**src/rtl/alu_seq_if.sv**
```systemverilog
// Request/response bundle between the execute-stage control and the multi-cycle ALU.
interface alu_seq_if #(
    parameter int WIDTH = 8
);
    logic             start;
    logic [2:0]       select;
    logic [WIDTH-1:0] data1;
    logic [WIDTH-1:0] data2;
    logic [WIDTH-1:0] result;
    logic             zero;
    logic             carry;
    logic             busy;
    logic             done;

    modport master (
        output start, select, data1, data2,
        input  result, zero, carry, busy, done
    );

    modport slave (
        input  start, select, data1, data2,
        output result, zero, carry, busy, done
    );
endinterface

```
**src/rtl/alu_seq.sv**
```systemverilog
// Multi-cycle ALU: single-cycle logic/add/sub, shift-add multiply, and bit-serial shifts
// behind a START/BUSY/DONE handshake with registered result and flags.
module alu_seq #(
    parameter int WIDTH = 8
) (
    input  logic      clk_i,
    input  logic      rst_ni,
    alu_seq_if.slave  bus
);
    localparam int CW = $clog2(WIDTH + 1);

    typedef enum logic {IDLE, EXEC} state_e;
    typedef enum logic [2:0] {
        OP_FWD = 3'b000, OP_ADD = 3'b001, OP_AND = 3'b010, OP_OR  = 3'b011,
        OP_SUB = 3'b100, OP_MUL = 3'b101, OP_SLL = 3'b110, OP_SRA = 3'b111
    } op_e;

    state_e             state_q, state_d;
    op_e                op_q, op_d;
    logic [CW-1:0]      cnt_q, cnt_d;
    logic [WIDTH-1:0]   a_q, a_d;
    logic [2*WIDTH-1:0] acc_q, acc_d;
    logic [WIDTH-1:0]   res_q, res_d;
    logic               zero_q, zero_d;
    logic               carry_q, carry_d;
    logic               done_q, done_d;

    logic               wr;
    logic [WIDTH-1:0]   wr_res;
    logic               wr_carry;
    logic [CW-1:0]      sh_amt;
    logic [WIDTH:0]     sum, diff, madd;
    logic [2*WIDTH-1:0] acc_nx;
    logic [WIDTH-1:0]   sll_nx, sra_nx;
    logic               last;

    always_ff @(posedge clk_i) begin
        if (!rst_ni) begin
            state_q <= IDLE;
            op_q    <= OP_FWD;
            cnt_q   <= '0;
            a_q     <= '0;
            acc_q   <= '0;
            res_q   <= '0;
            zero_q  <= 1'b1;
            carry_q <= 1'b0;
            done_q  <= 1'b0;
        end else begin
            state_q <= state_d;
            op_q    <= op_d;
            cnt_q   <= cnt_d;
            a_q     <= a_d;
            acc_q   <= acc_d;
            res_q   <= res_d;
            zero_q  <= zero_d;
            carry_q <= carry_d;
            done_q  <= done_d;
        end
    end

    always_comb begin
        state_d  = state_q;
        op_d     = op_q;
        cnt_d    = cnt_q;
        a_d      = a_q;
        acc_d    = acc_q;
        res_d    = res_q;
        zero_d   = zero_q;
        carry_d  = carry_q;
        done_d   = 1'b0;
        wr       = 1'b0;
        wr_res   = '0;
        wr_carry = 1'b0;
        last     = (cnt_q == CW'(1));

        sh_amt = (bus.data2 >= WIDTH'(WIDTH)) ? CW'(WIDTH) : CW'(bus.data2);
        sum    = {1'b0, bus.data1} + {1'b0, bus.data2};
        diff   = {1'b0, bus.data1} - {1'b0, bus.data2};

        // Product register: high half accumulates, low half holds the multiplier
        // and is consumed LSB-first as the whole register shifts right.
        madd   = {1'b0, acc_q[2*WIDTH-1:WIDTH]} + (acc_q[0] ? {1'b0, a_q} : '0);
        acc_nx = {madd, acc_q[WIDTH-1:1]};
        sll_nx = {a_q[WIDTH-2:0], 1'b0};
        sra_nx = {a_q[WIDTH-1], a_q[WIDTH-1:1]};

        case (state_q)
            IDLE: begin
                if (bus.start) begin
                    op_d  = op_e'(bus.select);
                    a_d   = bus.data1;
                    acc_d = {{WIDTH{1'b0}}, bus.data2};
                    case (op_e'(bus.select))
                        OP_FWD: begin wr = 1'b1; wr_res = bus.data2; end
                        OP_ADD: begin wr = 1'b1; wr_res = sum[WIDTH-1:0]; wr_carry = sum[WIDTH]; end
                        OP_AND: begin wr = 1'b1; wr_res = bus.data1 & bus.data2; end
                        OP_OR:  begin wr = 1'b1; wr_res = bus.data1 | bus.data2; end
                        OP_SUB: begin wr = 1'b1; wr_res = diff[WIDTH-1:0]; wr_carry = diff[WIDTH]; end
                        OP_MUL: begin
                            cnt_d   = CW'(WIDTH);
                            state_d = EXEC;
                        end
                        default: begin
                            if (sh_amt == '0) begin
                                wr     = 1'b1;
                                wr_res = bus.data1;
                            end else begin
                                cnt_d   = sh_amt;
                                state_d = EXEC;
                            end
                        end
                    endcase
                end
            end
            default: begin
                cnt_d = cnt_q - CW'(1);
                case (op_q)
                    OP_MUL: begin
                        acc_d    = acc_nx;
                        wr       = last;
                        wr_res   = acc_nx[WIDTH-1:0];
                        wr_carry = |acc_nx[2*WIDTH-1:WIDTH];
                    end
                    OP_SLL: begin
                        a_d      = sll_nx;
                        wr       = last;
                        wr_res   = sll_nx;
                        wr_carry = a_q[WIDTH-1];
                    end
                    OP_SRA: begin
                        a_d      = sra_nx;
                        wr       = last;
                        wr_res   = sra_nx;
                        wr_carry = a_q[0];
                    end
                    default: ;
                endcase
                if (last || !(op_q inside {OP_MUL, OP_SLL, OP_SRA}))
                    state_d = IDLE;
            end
        endcase

        if (wr) begin
            res_d   = wr_res;
            zero_d  = (wr_res == '0);
            carry_d = wr_carry;
            done_d  = 1'b1;
        end
    end

    assign bus.result = res_q;
    assign bus.zero   = zero_q;
    assign bus.carry  = carry_q;
    assign bus.busy   = (state_q == EXEC);
    assign bus.done   = done_q;
endmodule

```
**src/flat_wrapper.sv**
```systemverilog
// flat-port wrapper written by rule: the top's interface ports become plain ports
module alu_seq_flat 
#(
    parameter int WIDTH = 8
)
  (clk_i, rst_ni, bus_start, bus_select, bus_data1, bus_data2, bus_result, bus_zero, bus_carry, bus_busy, bus_done);
  alu_seq_if #(.WIDTH(WIDTH)) bus_i ();
  input  logic clk_i;
  input  logic rst_ni;
  input wire logic [$bits(bus_i.start)-1:0] bus_start;
  input wire logic [$bits(bus_i.select)-1:0] bus_select;
  input wire logic [$bits(bus_i.data1)-1:0] bus_data1;
  input wire logic [$bits(bus_i.data2)-1:0] bus_data2;
  output wire logic [$bits(bus_i.result)-1:0] bus_result;
  output wire logic [$bits(bus_i.zero)-1:0] bus_zero;
  output wire logic [$bits(bus_i.carry)-1:0] bus_carry;
  output wire logic [$bits(bus_i.busy)-1:0] bus_busy;
  output wire logic [$bits(bus_i.done)-1:0] bus_done;
  assign bus_i.start = bus_start;
  assign bus_i.select = bus_select;
  assign bus_i.data1 = bus_data1;
  assign bus_i.data2 = bus_data2;
  assign bus_result = bus_i.result;
  assign bus_zero = bus_i.zero;
  assign bus_carry = bus_i.carry;
  assign bus_busy = bus_i.busy;
  assign bus_done = bus_i.done;
  alu_seq #(.WIDTH(WIDTH)) u_core (.clk_i(clk_i), .rst_ni(rst_ni), .bus(bus_i));
endmodule
```
**config.mk**
```make
export PLATFORM = sky130hd
export DESIGN_NAME = alu_seq_flat
export DESIGN_NICKNAME = d
export VERILOG_FILES = /design/src/rtl/alu_seq_if.sv /design/src/rtl/alu_seq.sv /design/src/flat_wrapper.sv
export SDC_FILE = /design/constraint.sdc
export NUM_CORES = 1
export LEC_CHECK = 0
export BUFFER_PORTS_ARGS = -buffer_cell sky130_fd_sc_hd__buf_2
export CAP_MARGIN = 5
export CORE_MARGIN = 3
export CORE_UTILIZATION = 61
export CTS_BUF_LIST = sky130_fd_sc_hd__clkbuf_16
export DETAILED_ROUTE_END_ITERATION = 6
export MAX_ROUTING_LAYER = met4
export PLACE_DENSITY = 0.78
export SKIP_CTS_REPAIR_TIMING = 1
export SYNTH_ARGS = -nofsm -noshare
export SYNTH_HDL_FRONTEND = slang
export SYNTH_SLANG_ARGS = --single-unit
```
**constraint.sdc**
```tcl
create_clock -name clk_i -period 3 [get_ports clk_i]
set_input_delay 0.15 -clock clk_i [delete_from_list [all_inputs] [get_ports clk_i]]
set_output_delay 0.15 -clock clk_i [all_outputs]
set_load 0.05 [all_outputs]
```
==> key figures, run 1 <==
Synthesis
  – Synth warn: 0
  – Mapped Cells: 515
  – Primary FF master, synth: dfxtp_1
  – Ys async rst share: 0%
  – Mapped Area: 3820 um^2
  – Area share of fa/ha/maj cells after synthesis: 12.7%
  – Post-Syn Nets: 574
  – Seq/Total Area, Yosys: 22.6%
  – Number of synthesized flops with an enable pin: 0
  – Post-Synth XOR/XNOR Area: 2.52%
  – Largest cells by area after synthesis: dfxtp_1, ha_1, a21oi_1
  – Leading area contributor after synthesis: dfxtp_1
  – Main combinational cell family by area after synthesis: compound AO/OA/AOI/OAI gates
  – Mean Syn Cell Area: 7.41 um^2
  – Yosys reg bits: 43
  – Simple-gate portion of the synthesized area: 20.7%
  – Post-synth top area share: 22.6%
  – Unique masters post-synth: 63
  – Compound-Gate Fraction of Synth Area: 31.1%
  – Mux share of post-synthesis cell area: 4.07%

Die
  – Die width: 85.1 um
  – Die ar.: 7240 um^2
  – Initial Utilization: 63.7%
  – Row cnt: 28
  – Die Y: 85.1 um
  – Core area: 5990 um^2
  – Io pins: 34

STA
  – RSZ-0062 raised after global routing: no
  – Final hold slack: 191 ps
  – Final Skew: 3.48 ps
  – Setup TNS: 0 ps
  – Final hold violations: 0
  – Worst-Margin Slew: 953 ps
  – Final slew viol count: 0
  – Rel. slew slack: 36.3%
  – Min cycle time layout: 2750 ps
  – Final setup violation count: 0
  – Crit share post-route: 91.6%
  – Fmax achieved: 364 MHz

Routing
  – DR vias: 3925
  – Average routed wire per standard cell: 18.1 um
  – Detail Route Antenna Nets: 0
  – Pre-antenna DRT Iters: 5
  – Post-Route WL: 11.0 mm
  – DR DRC count: 0
  – DRT iter0 DRCs: 360
  – Vias per inst: 6.46

Final layout
  – Filler cells: 512
  – Diode count: 0
  – Post-layout util: 69.5%
  – Storage element area: 861 um^2
  – Area of the multi-input gates: 2720 um^2
  – Layout cell share with drive strength beyond 1: 12.6%
  – Layout Nets: 591
  – Synth-to-Final Area Change: 9.08%

CTS
  – Clock latency at the later pin of the worst-skew pair: 280 ps
  – Total CTS buffers: 5
  – Clock sinks: 43
  – CTS tree: built
  – Clk slew on worst S/H paths: 60 ps
  – H-tree depth: 2
  – Clk buf depth: 2
  – Clock Tree Root: clkbuf_16

Critical path
  – Critical path arrival: 2910 ps
  – Req. time, crit path: 3160 ps
  – Crit. Startpoint: u_core.acc_q[0]
  – Critical R2R Launch: u_core.acc_q[0]
  – Nature of the critical path endpoint: register
  – Crit-path max FO: 9
  – Crit path kind: reg -> reg
  – Crit path launch type: register

Hold path
  – Hold Crit Class: in -> reg
  – Hold path startpoint: rst_ni

Pwr
  – Part of the power in registers: 39.5%
  – Sw Share: 33.7%
  – Combinational power share: 27.7%
  – NetSw: 542 uW
  – Internal power: 1.07 mW
  – Worst IR drop on VDD: 0.000359 V
  – PD cells: 386 nW/um^2
  – Leakage power: 1.74 nW
  – Power, Total: 1.61 mW
  – Clk pwr share: 32.8%

Flow run
  – Max-cap violations: 0

Placed design
  – DP HPWL: 8.33 mm
  – # port buffers: 33
  – GP Congestion: 0.969

Global route
  – First-pass GRT wire length: 18.4 mm
  – Initial antenna violation count: 0
  – Largest net degree at the start of global routing: 40
  – Vias in the first global route: 3772
  – Congestion Overflow GR: 0
  – All-Layer GR Usage: 32.0%

Outcome
  – Outcome: complete, no violations
==> metrics by stage <==
stage	cells	setup slack, ps	instance area, um^2
after global placement	600	288	4020
after floorplan	515	456	3820
after global routing	608	22.6	4160
after CTS	608	228	4160
final	608	252	4160
after detailed placement	600	232	4020
==> sequential cells by signal (all words and copies together), names as in the netlist, 3 cells and up <==
| signal | cells |
|---|---|
| u_core.acc_q | 16 |
| u_core.a_q | 8 |
| u_core.bus.result | 8 |
| u_core.cnt_q | 4 |
| u_core.op_q | 3 |
==> cell usage after synthesis (all sizes together) (10+ instances only) <==
cell     n
nor2    45
o211ai  12
and2    10
nand2   56
a31oi   12
dfxtp   43
mux2i   11
a211oi  10
o21ai   42
buf     11
nand3   17
inv     28
a21oi   52
clkbuf  22
ha      34
==> final cells by class <==
type,instances,area share [%]
Timing Repair Buffer,43,5.77
Sequential cell,43,20.7
Multi-Input combinational cell,411,65.4
Tap cell,75,2.25
Clock buffer,5,3.01
Clock inverter,3,0.391
Inverter,28,2.52
==> power by group through the flow <==
stage          Sequential, mW  Clock (mW)  Combinational [mW]
2_1_floorplan           0.670           0               0.284
3_3_place_gp            0.646           0               0.433
3_5_place_dp            0.647           0               0.437
4_1_cts                 0.635       0.533               0.440
5_1_grt                 0.640       0.553               0.492
6_report                0.636       0.527               0.446
==> logic make-up after synthesis <==
group / count (synthesis)
muxes: 15
AOI/OAI and AO/OA: 183
xor gates and xnor gates: 11
and+or+nand+nor: 165
adders and majority gates: 37
buffers and inverters: 61
DFF: 43
==> worst paths after layout <==
check / to / slack, ps / cells past startpoint
setup / recovery: u_core.bus.carry / 250 / 10
hold / removal: u_core.cnt_q[0] / 190 / 2
setup reg to reg: u_core.bus.carry / 250 / 10
hold reg to reg: u_core.bus.result[7] / 460 / 2
==> worst max-delay path, cell delays in order (launching register included) <==
cell,delay [ps]
dfxtp_1,370
and2_1,190
ha_1,200
fa_1,410
a21o_1,170
a21oi_1,210
o21bai_1,120
a2111oi_2,350
nor2_1,100
o41ai_1,390
a21oi_1,110
==> layer usage <==
layer	vias to the layer above	GRT usage (%)	wire length (um)
li1	1899	-	-
met3	28	4.37	849
met5	-	-	0
met1	1837	41.7	4810
met4	0	10.2	293
met2	161	51.2	5080
==> layout by cell type (no fill, tap or decap), types with 4 or more instances in the layout <==
cell type and instances:
nand2_1 56, a21oi_1 52, nor2_1 45, dfxtp_1 43, o21ai_0 40, ha_1 34
buf_2 33, inv_1 28, nand3_1 17, o211ai_1 12, a31oi_1 12, mux2i_1 11
and2_1 10, buf_4 10, a211oi_1 9, a22oi_1 8, xnor2_1 8, nor2b_1 7
nor3_1 6, o21bai_1 6, clkbuf_16 5, a211o_1 4, a221oi_1 4, mux2_2 4
(Power assumes the default switching activity.)
==> run 2: changes to the inputs <==
--- a/config.mk
+++ b/config.mk
@@ -5,14 +5,17 @@
 export SDC_FILE = /design/constraint.sdc
 export NUM_CORES = 1
 export LEC_CHECK = 0
+export ABC_CLOCK_PERIOD_IN_PS = 3000
 export BUFFER_PORTS_ARGS = -buffer_cell sky130_fd_sc_hd__buf_2
 export CAP_MARGIN = 5
+export CELL_PAD_IN_SITES_DETAIL_PLACEMENT = 1
+export CELL_PAD_IN_SITES_GLOBAL_PLACEMENT = 1
 export CORE_MARGIN = 3
-export CORE_UTILIZATION = 61
+export CORE_UTILIZATION = 45
 export CTS_BUF_LIST = sky130_fd_sc_hd__clkbuf_16
 export DETAILED_ROUTE_END_ITERATION = 6
 export MAX_ROUTING_LAYER = met4
-export PLACE_DENSITY = 0.78
+export PLACE_DENSITY = 0.79
 export SKIP_CTS_REPAIR_TIMING = 1
 export SYNTH_ARGS = -nofsm -noshare
 export SYNTH_HDL_FRONTEND = slang
==> run 2 against run 1 <==
- clock skew about the same
- utilization down 16 points
- critical endpoint unchanged
- critical path type unchanged
- register-to-register slack got worse by 20 ps
==> key figures, run 2 (same netlist as run 1, synthesis figures left out) <==
Routing
  – Average routed wire per standard cell: 20.6 um (+14%)
  – DR vias: 4001 (+1.9%)
  – Vias per inst: 6.27 (-2.9%)
  – Detail Route Antenna Nets: 0 (unchanged)
  – DR DRC count: 0 (unchanged)
  – Post-Route WL: 13.2 mm (+19%)
  – DRT iter0 DRCs: 202 (-44%)
  – Pre-antenna DRT Iters: 4 (-1)

Global route
  – First-pass GRT wire length: 22.0 mm (+20%)
  – Congestion Overflow GR: 0 (unchanged)
  – All-Layer GR Usage: 28.9% (-3.1 points)
  – Initial antenna violation count: 0 (unchanged)
  – Vias in the first global route: 4253 (+13%)
  – Largest net degree at the start of global routing: 38 (-5.0%)

Pwr
  – PD cells: 407 nW/um^2 (+5.3%)
  – Leakage power: 1.77 nW (+2.0%)
  – Worst IR drop on VDD: 0.000185 V (-49%)
  – Clk pwr share: 36.2% (+3.4 points)
  – Sw Share: 33.1% (-0.65 points)
  – Internal power: 1.16 mW (+8.6%)
  – Part of the power in registers: 36.9% (-2.6 points)
  – NetSw: 572 uW (+5.5%)
  – Combinational power share: 26.9% (-0.8 points)

Critical path
  – Max stage delay on crit path: 430 ps (+20 ps)
  – Nature of the critical path endpoint: register
  – Crit path launch type: register
  – Critical-path cell list: and2_1, ha_1, fa_1, a21o_1, a21oi_2, o21bai_1, a2111oi_1, nor2_1, o41ai_2, a21oi_1
  – Critical path arrival: 2940 ps (+30 ps)
  – Worst Path Buf+Inv: 0 (unchanged)
  – Top cell family by delay on the critical path: compound AO/OA/AOI/OAI gates
  – Slowest-stage cell, CP: a2111oi_1
  – Crit-path max FO: 9 (unchanged)
  – Req. time, crit path: 3170 ps (about the same)
  – Crit path kind: reg -> reg

Flow run
  – Max-cap violations: 0 (unchanged)

CTS
  – Clock Tree Root: clkbuf_16
  – Clk slew on worst S/H paths: 60 ps (about the same)
  – Clk buf depth: 2 (unchanged)
  – Clock sinks: 43 (unchanged)
  – Total CTS buffers: 5 (unchanged)
  – Clock latency at the later pin of the worst-skew pair: 280 ps (about the same)
  – CTS tree: built
  – H-tree depth: 2 (unchanged)

Placed design
  – Worst slack, placed: 131 ps (-102 ps)
  – # port buffers: 33 (unchanged)
  – Placed instance area: 4070 um^2 (+1.4%)
  – DP HPWL: 10.1 mm (+22%)
  – GP Congestion: 1.00 (+3.4%)
  – Inst Count DP: 630 (+5.0%)

Die
  – Row cnt: 32 (+14%)
  – Die Y: 98.1 um (+15%)
  – Io pins: 34 (unchanged)
  – Core area: 7970 um^2 (+33%)
  – Die ar.: 9620 um^2 (+33%)
  – Die width: 98.1 um (+15%)
  – Initial Utilization: 47.9% (-16 points)

Final layout
  – Post-layout util: 53.4% (-16 points)
  – Layout Nets: 594 (+0.51%)
  – Largest register by flop count: u_core.acc_q
  – Final instance area: 4250 um^2 (+2.2%)
  – Max reg flops: 16 (unchanged)
  – Finished Layout Cells: 638 (+4.9%)
  – Diode count: 0 (unchanged)
  – Commonest non-fill, non-tap cells in the layout: nand2_1, a21oi_1, nor2_1, dfxtp_1, o21ai_0
  – Layout cell share with drive strength beyond 1: 13.4% (+0.86 points)
  – Synth-to-Final Area Change: 11.4%
  – Commonest non-fill, non-tap cell in the layout: nand2_1
  – Filler cells: 1015 (+98%)

STA
  – Final Skew: 3.77 ps (+0.293 ps)
  – Crit share post-route: 92.3% (+0.66 points)
  – Final hold violations: 0 (unchanged)
  – Final setup violation count: 0 (unchanged)
  – Setup TNS: 0 ps (unchanged)
  – Worst-Margin Slew: 1060 ps (+108 ps)
  – Min cycle time layout: 2770 ps (+19.7 ps)
  – Final slew viol count: 0 (unchanged)
  – RSZ-0062 raised after global routing: no
  – Rel. slew slack: 29.1% (-7.2 points)
  – Setup ws final: 232 ps (-19.7 ps)
  – Fmax achieved: 361 MHz (-0.71%)

Hold path
  – Hold Crit Class: in -> reg

Outcome
  – Outcome: complete, no violations
## run 2: changes by cell type in the layout (fill, tap and decap cells not counted), sizes merged
cell / before / now
buf: 43 / 46
bufinv: 0 / 1
clkinv: 1 / 2
clkinvlp: 1 / 0
inv: 29 / 28
## run 2: worst paths after layout
path / endpoint / from / slack (ps) / cells after the start
setup reg to reg: u_core.bus.carry / u_core.acc_q[0] / 230 / 10
setup / recovery: u_core.bus.carry / u_core.acc_q[0] / 230 / 10
hold / removal: u_core.bus.busy / rst_ni / 210 / 2
hold reg to reg: u_core.bus.result[7] / u_core.bus.result[7] / 480 / 2
## run 2: power groups by stage
stage,Clock [mW],Combinational [mW],Sequential (mW)
CTS,0.634,0.463,0.637
finish,0.627,0.466,0.638
global placement,0,0.445,0.647
global route,0.667,0.517,0.641
detailed placement,0,0.459,0.649
floorplan,0,0.284,0.670
## run 2: layout make-up
type,instances,area [um^2],area share [%]
multi-input cells,411,2730,64.1
flip-flops and latches,43,861,20.2
repair buffers,46,263,6.18
well taps,102,128,3.00
clock buffers,5,125,2.94
inverters,28,105,2.47
clock inverters,3,43.8,1.03
## run 2: stage by stage
step,hold slack (ps),total power [mW]
global placement,453,1.09
detailed placement,473,1.11
CTS,210,1.73
floorplan,268,0.954
finish,214,1.73
global route,202,1.82
## run 2: per-layer routing
metal,track usage (%),vias up,wire length [um]
li1,-,1910,-
met1,36.7,1961,5900
met5,-,-,0
met3,3.21,24,565
met2,46.8,106,6320
met4,11.4,0,367
## run 2: worst register-to-register path, stage by stage (launching register included)
cell,delay [ps]
dfxtp_1,390
and2_1,190
ha_1,200
fa_1,400
a21o_1,180
a21oi_2,170
o21bai_1,110
a2111oi_1,430
nor2_1,130
o41ai_2,360
a21oi_1,100
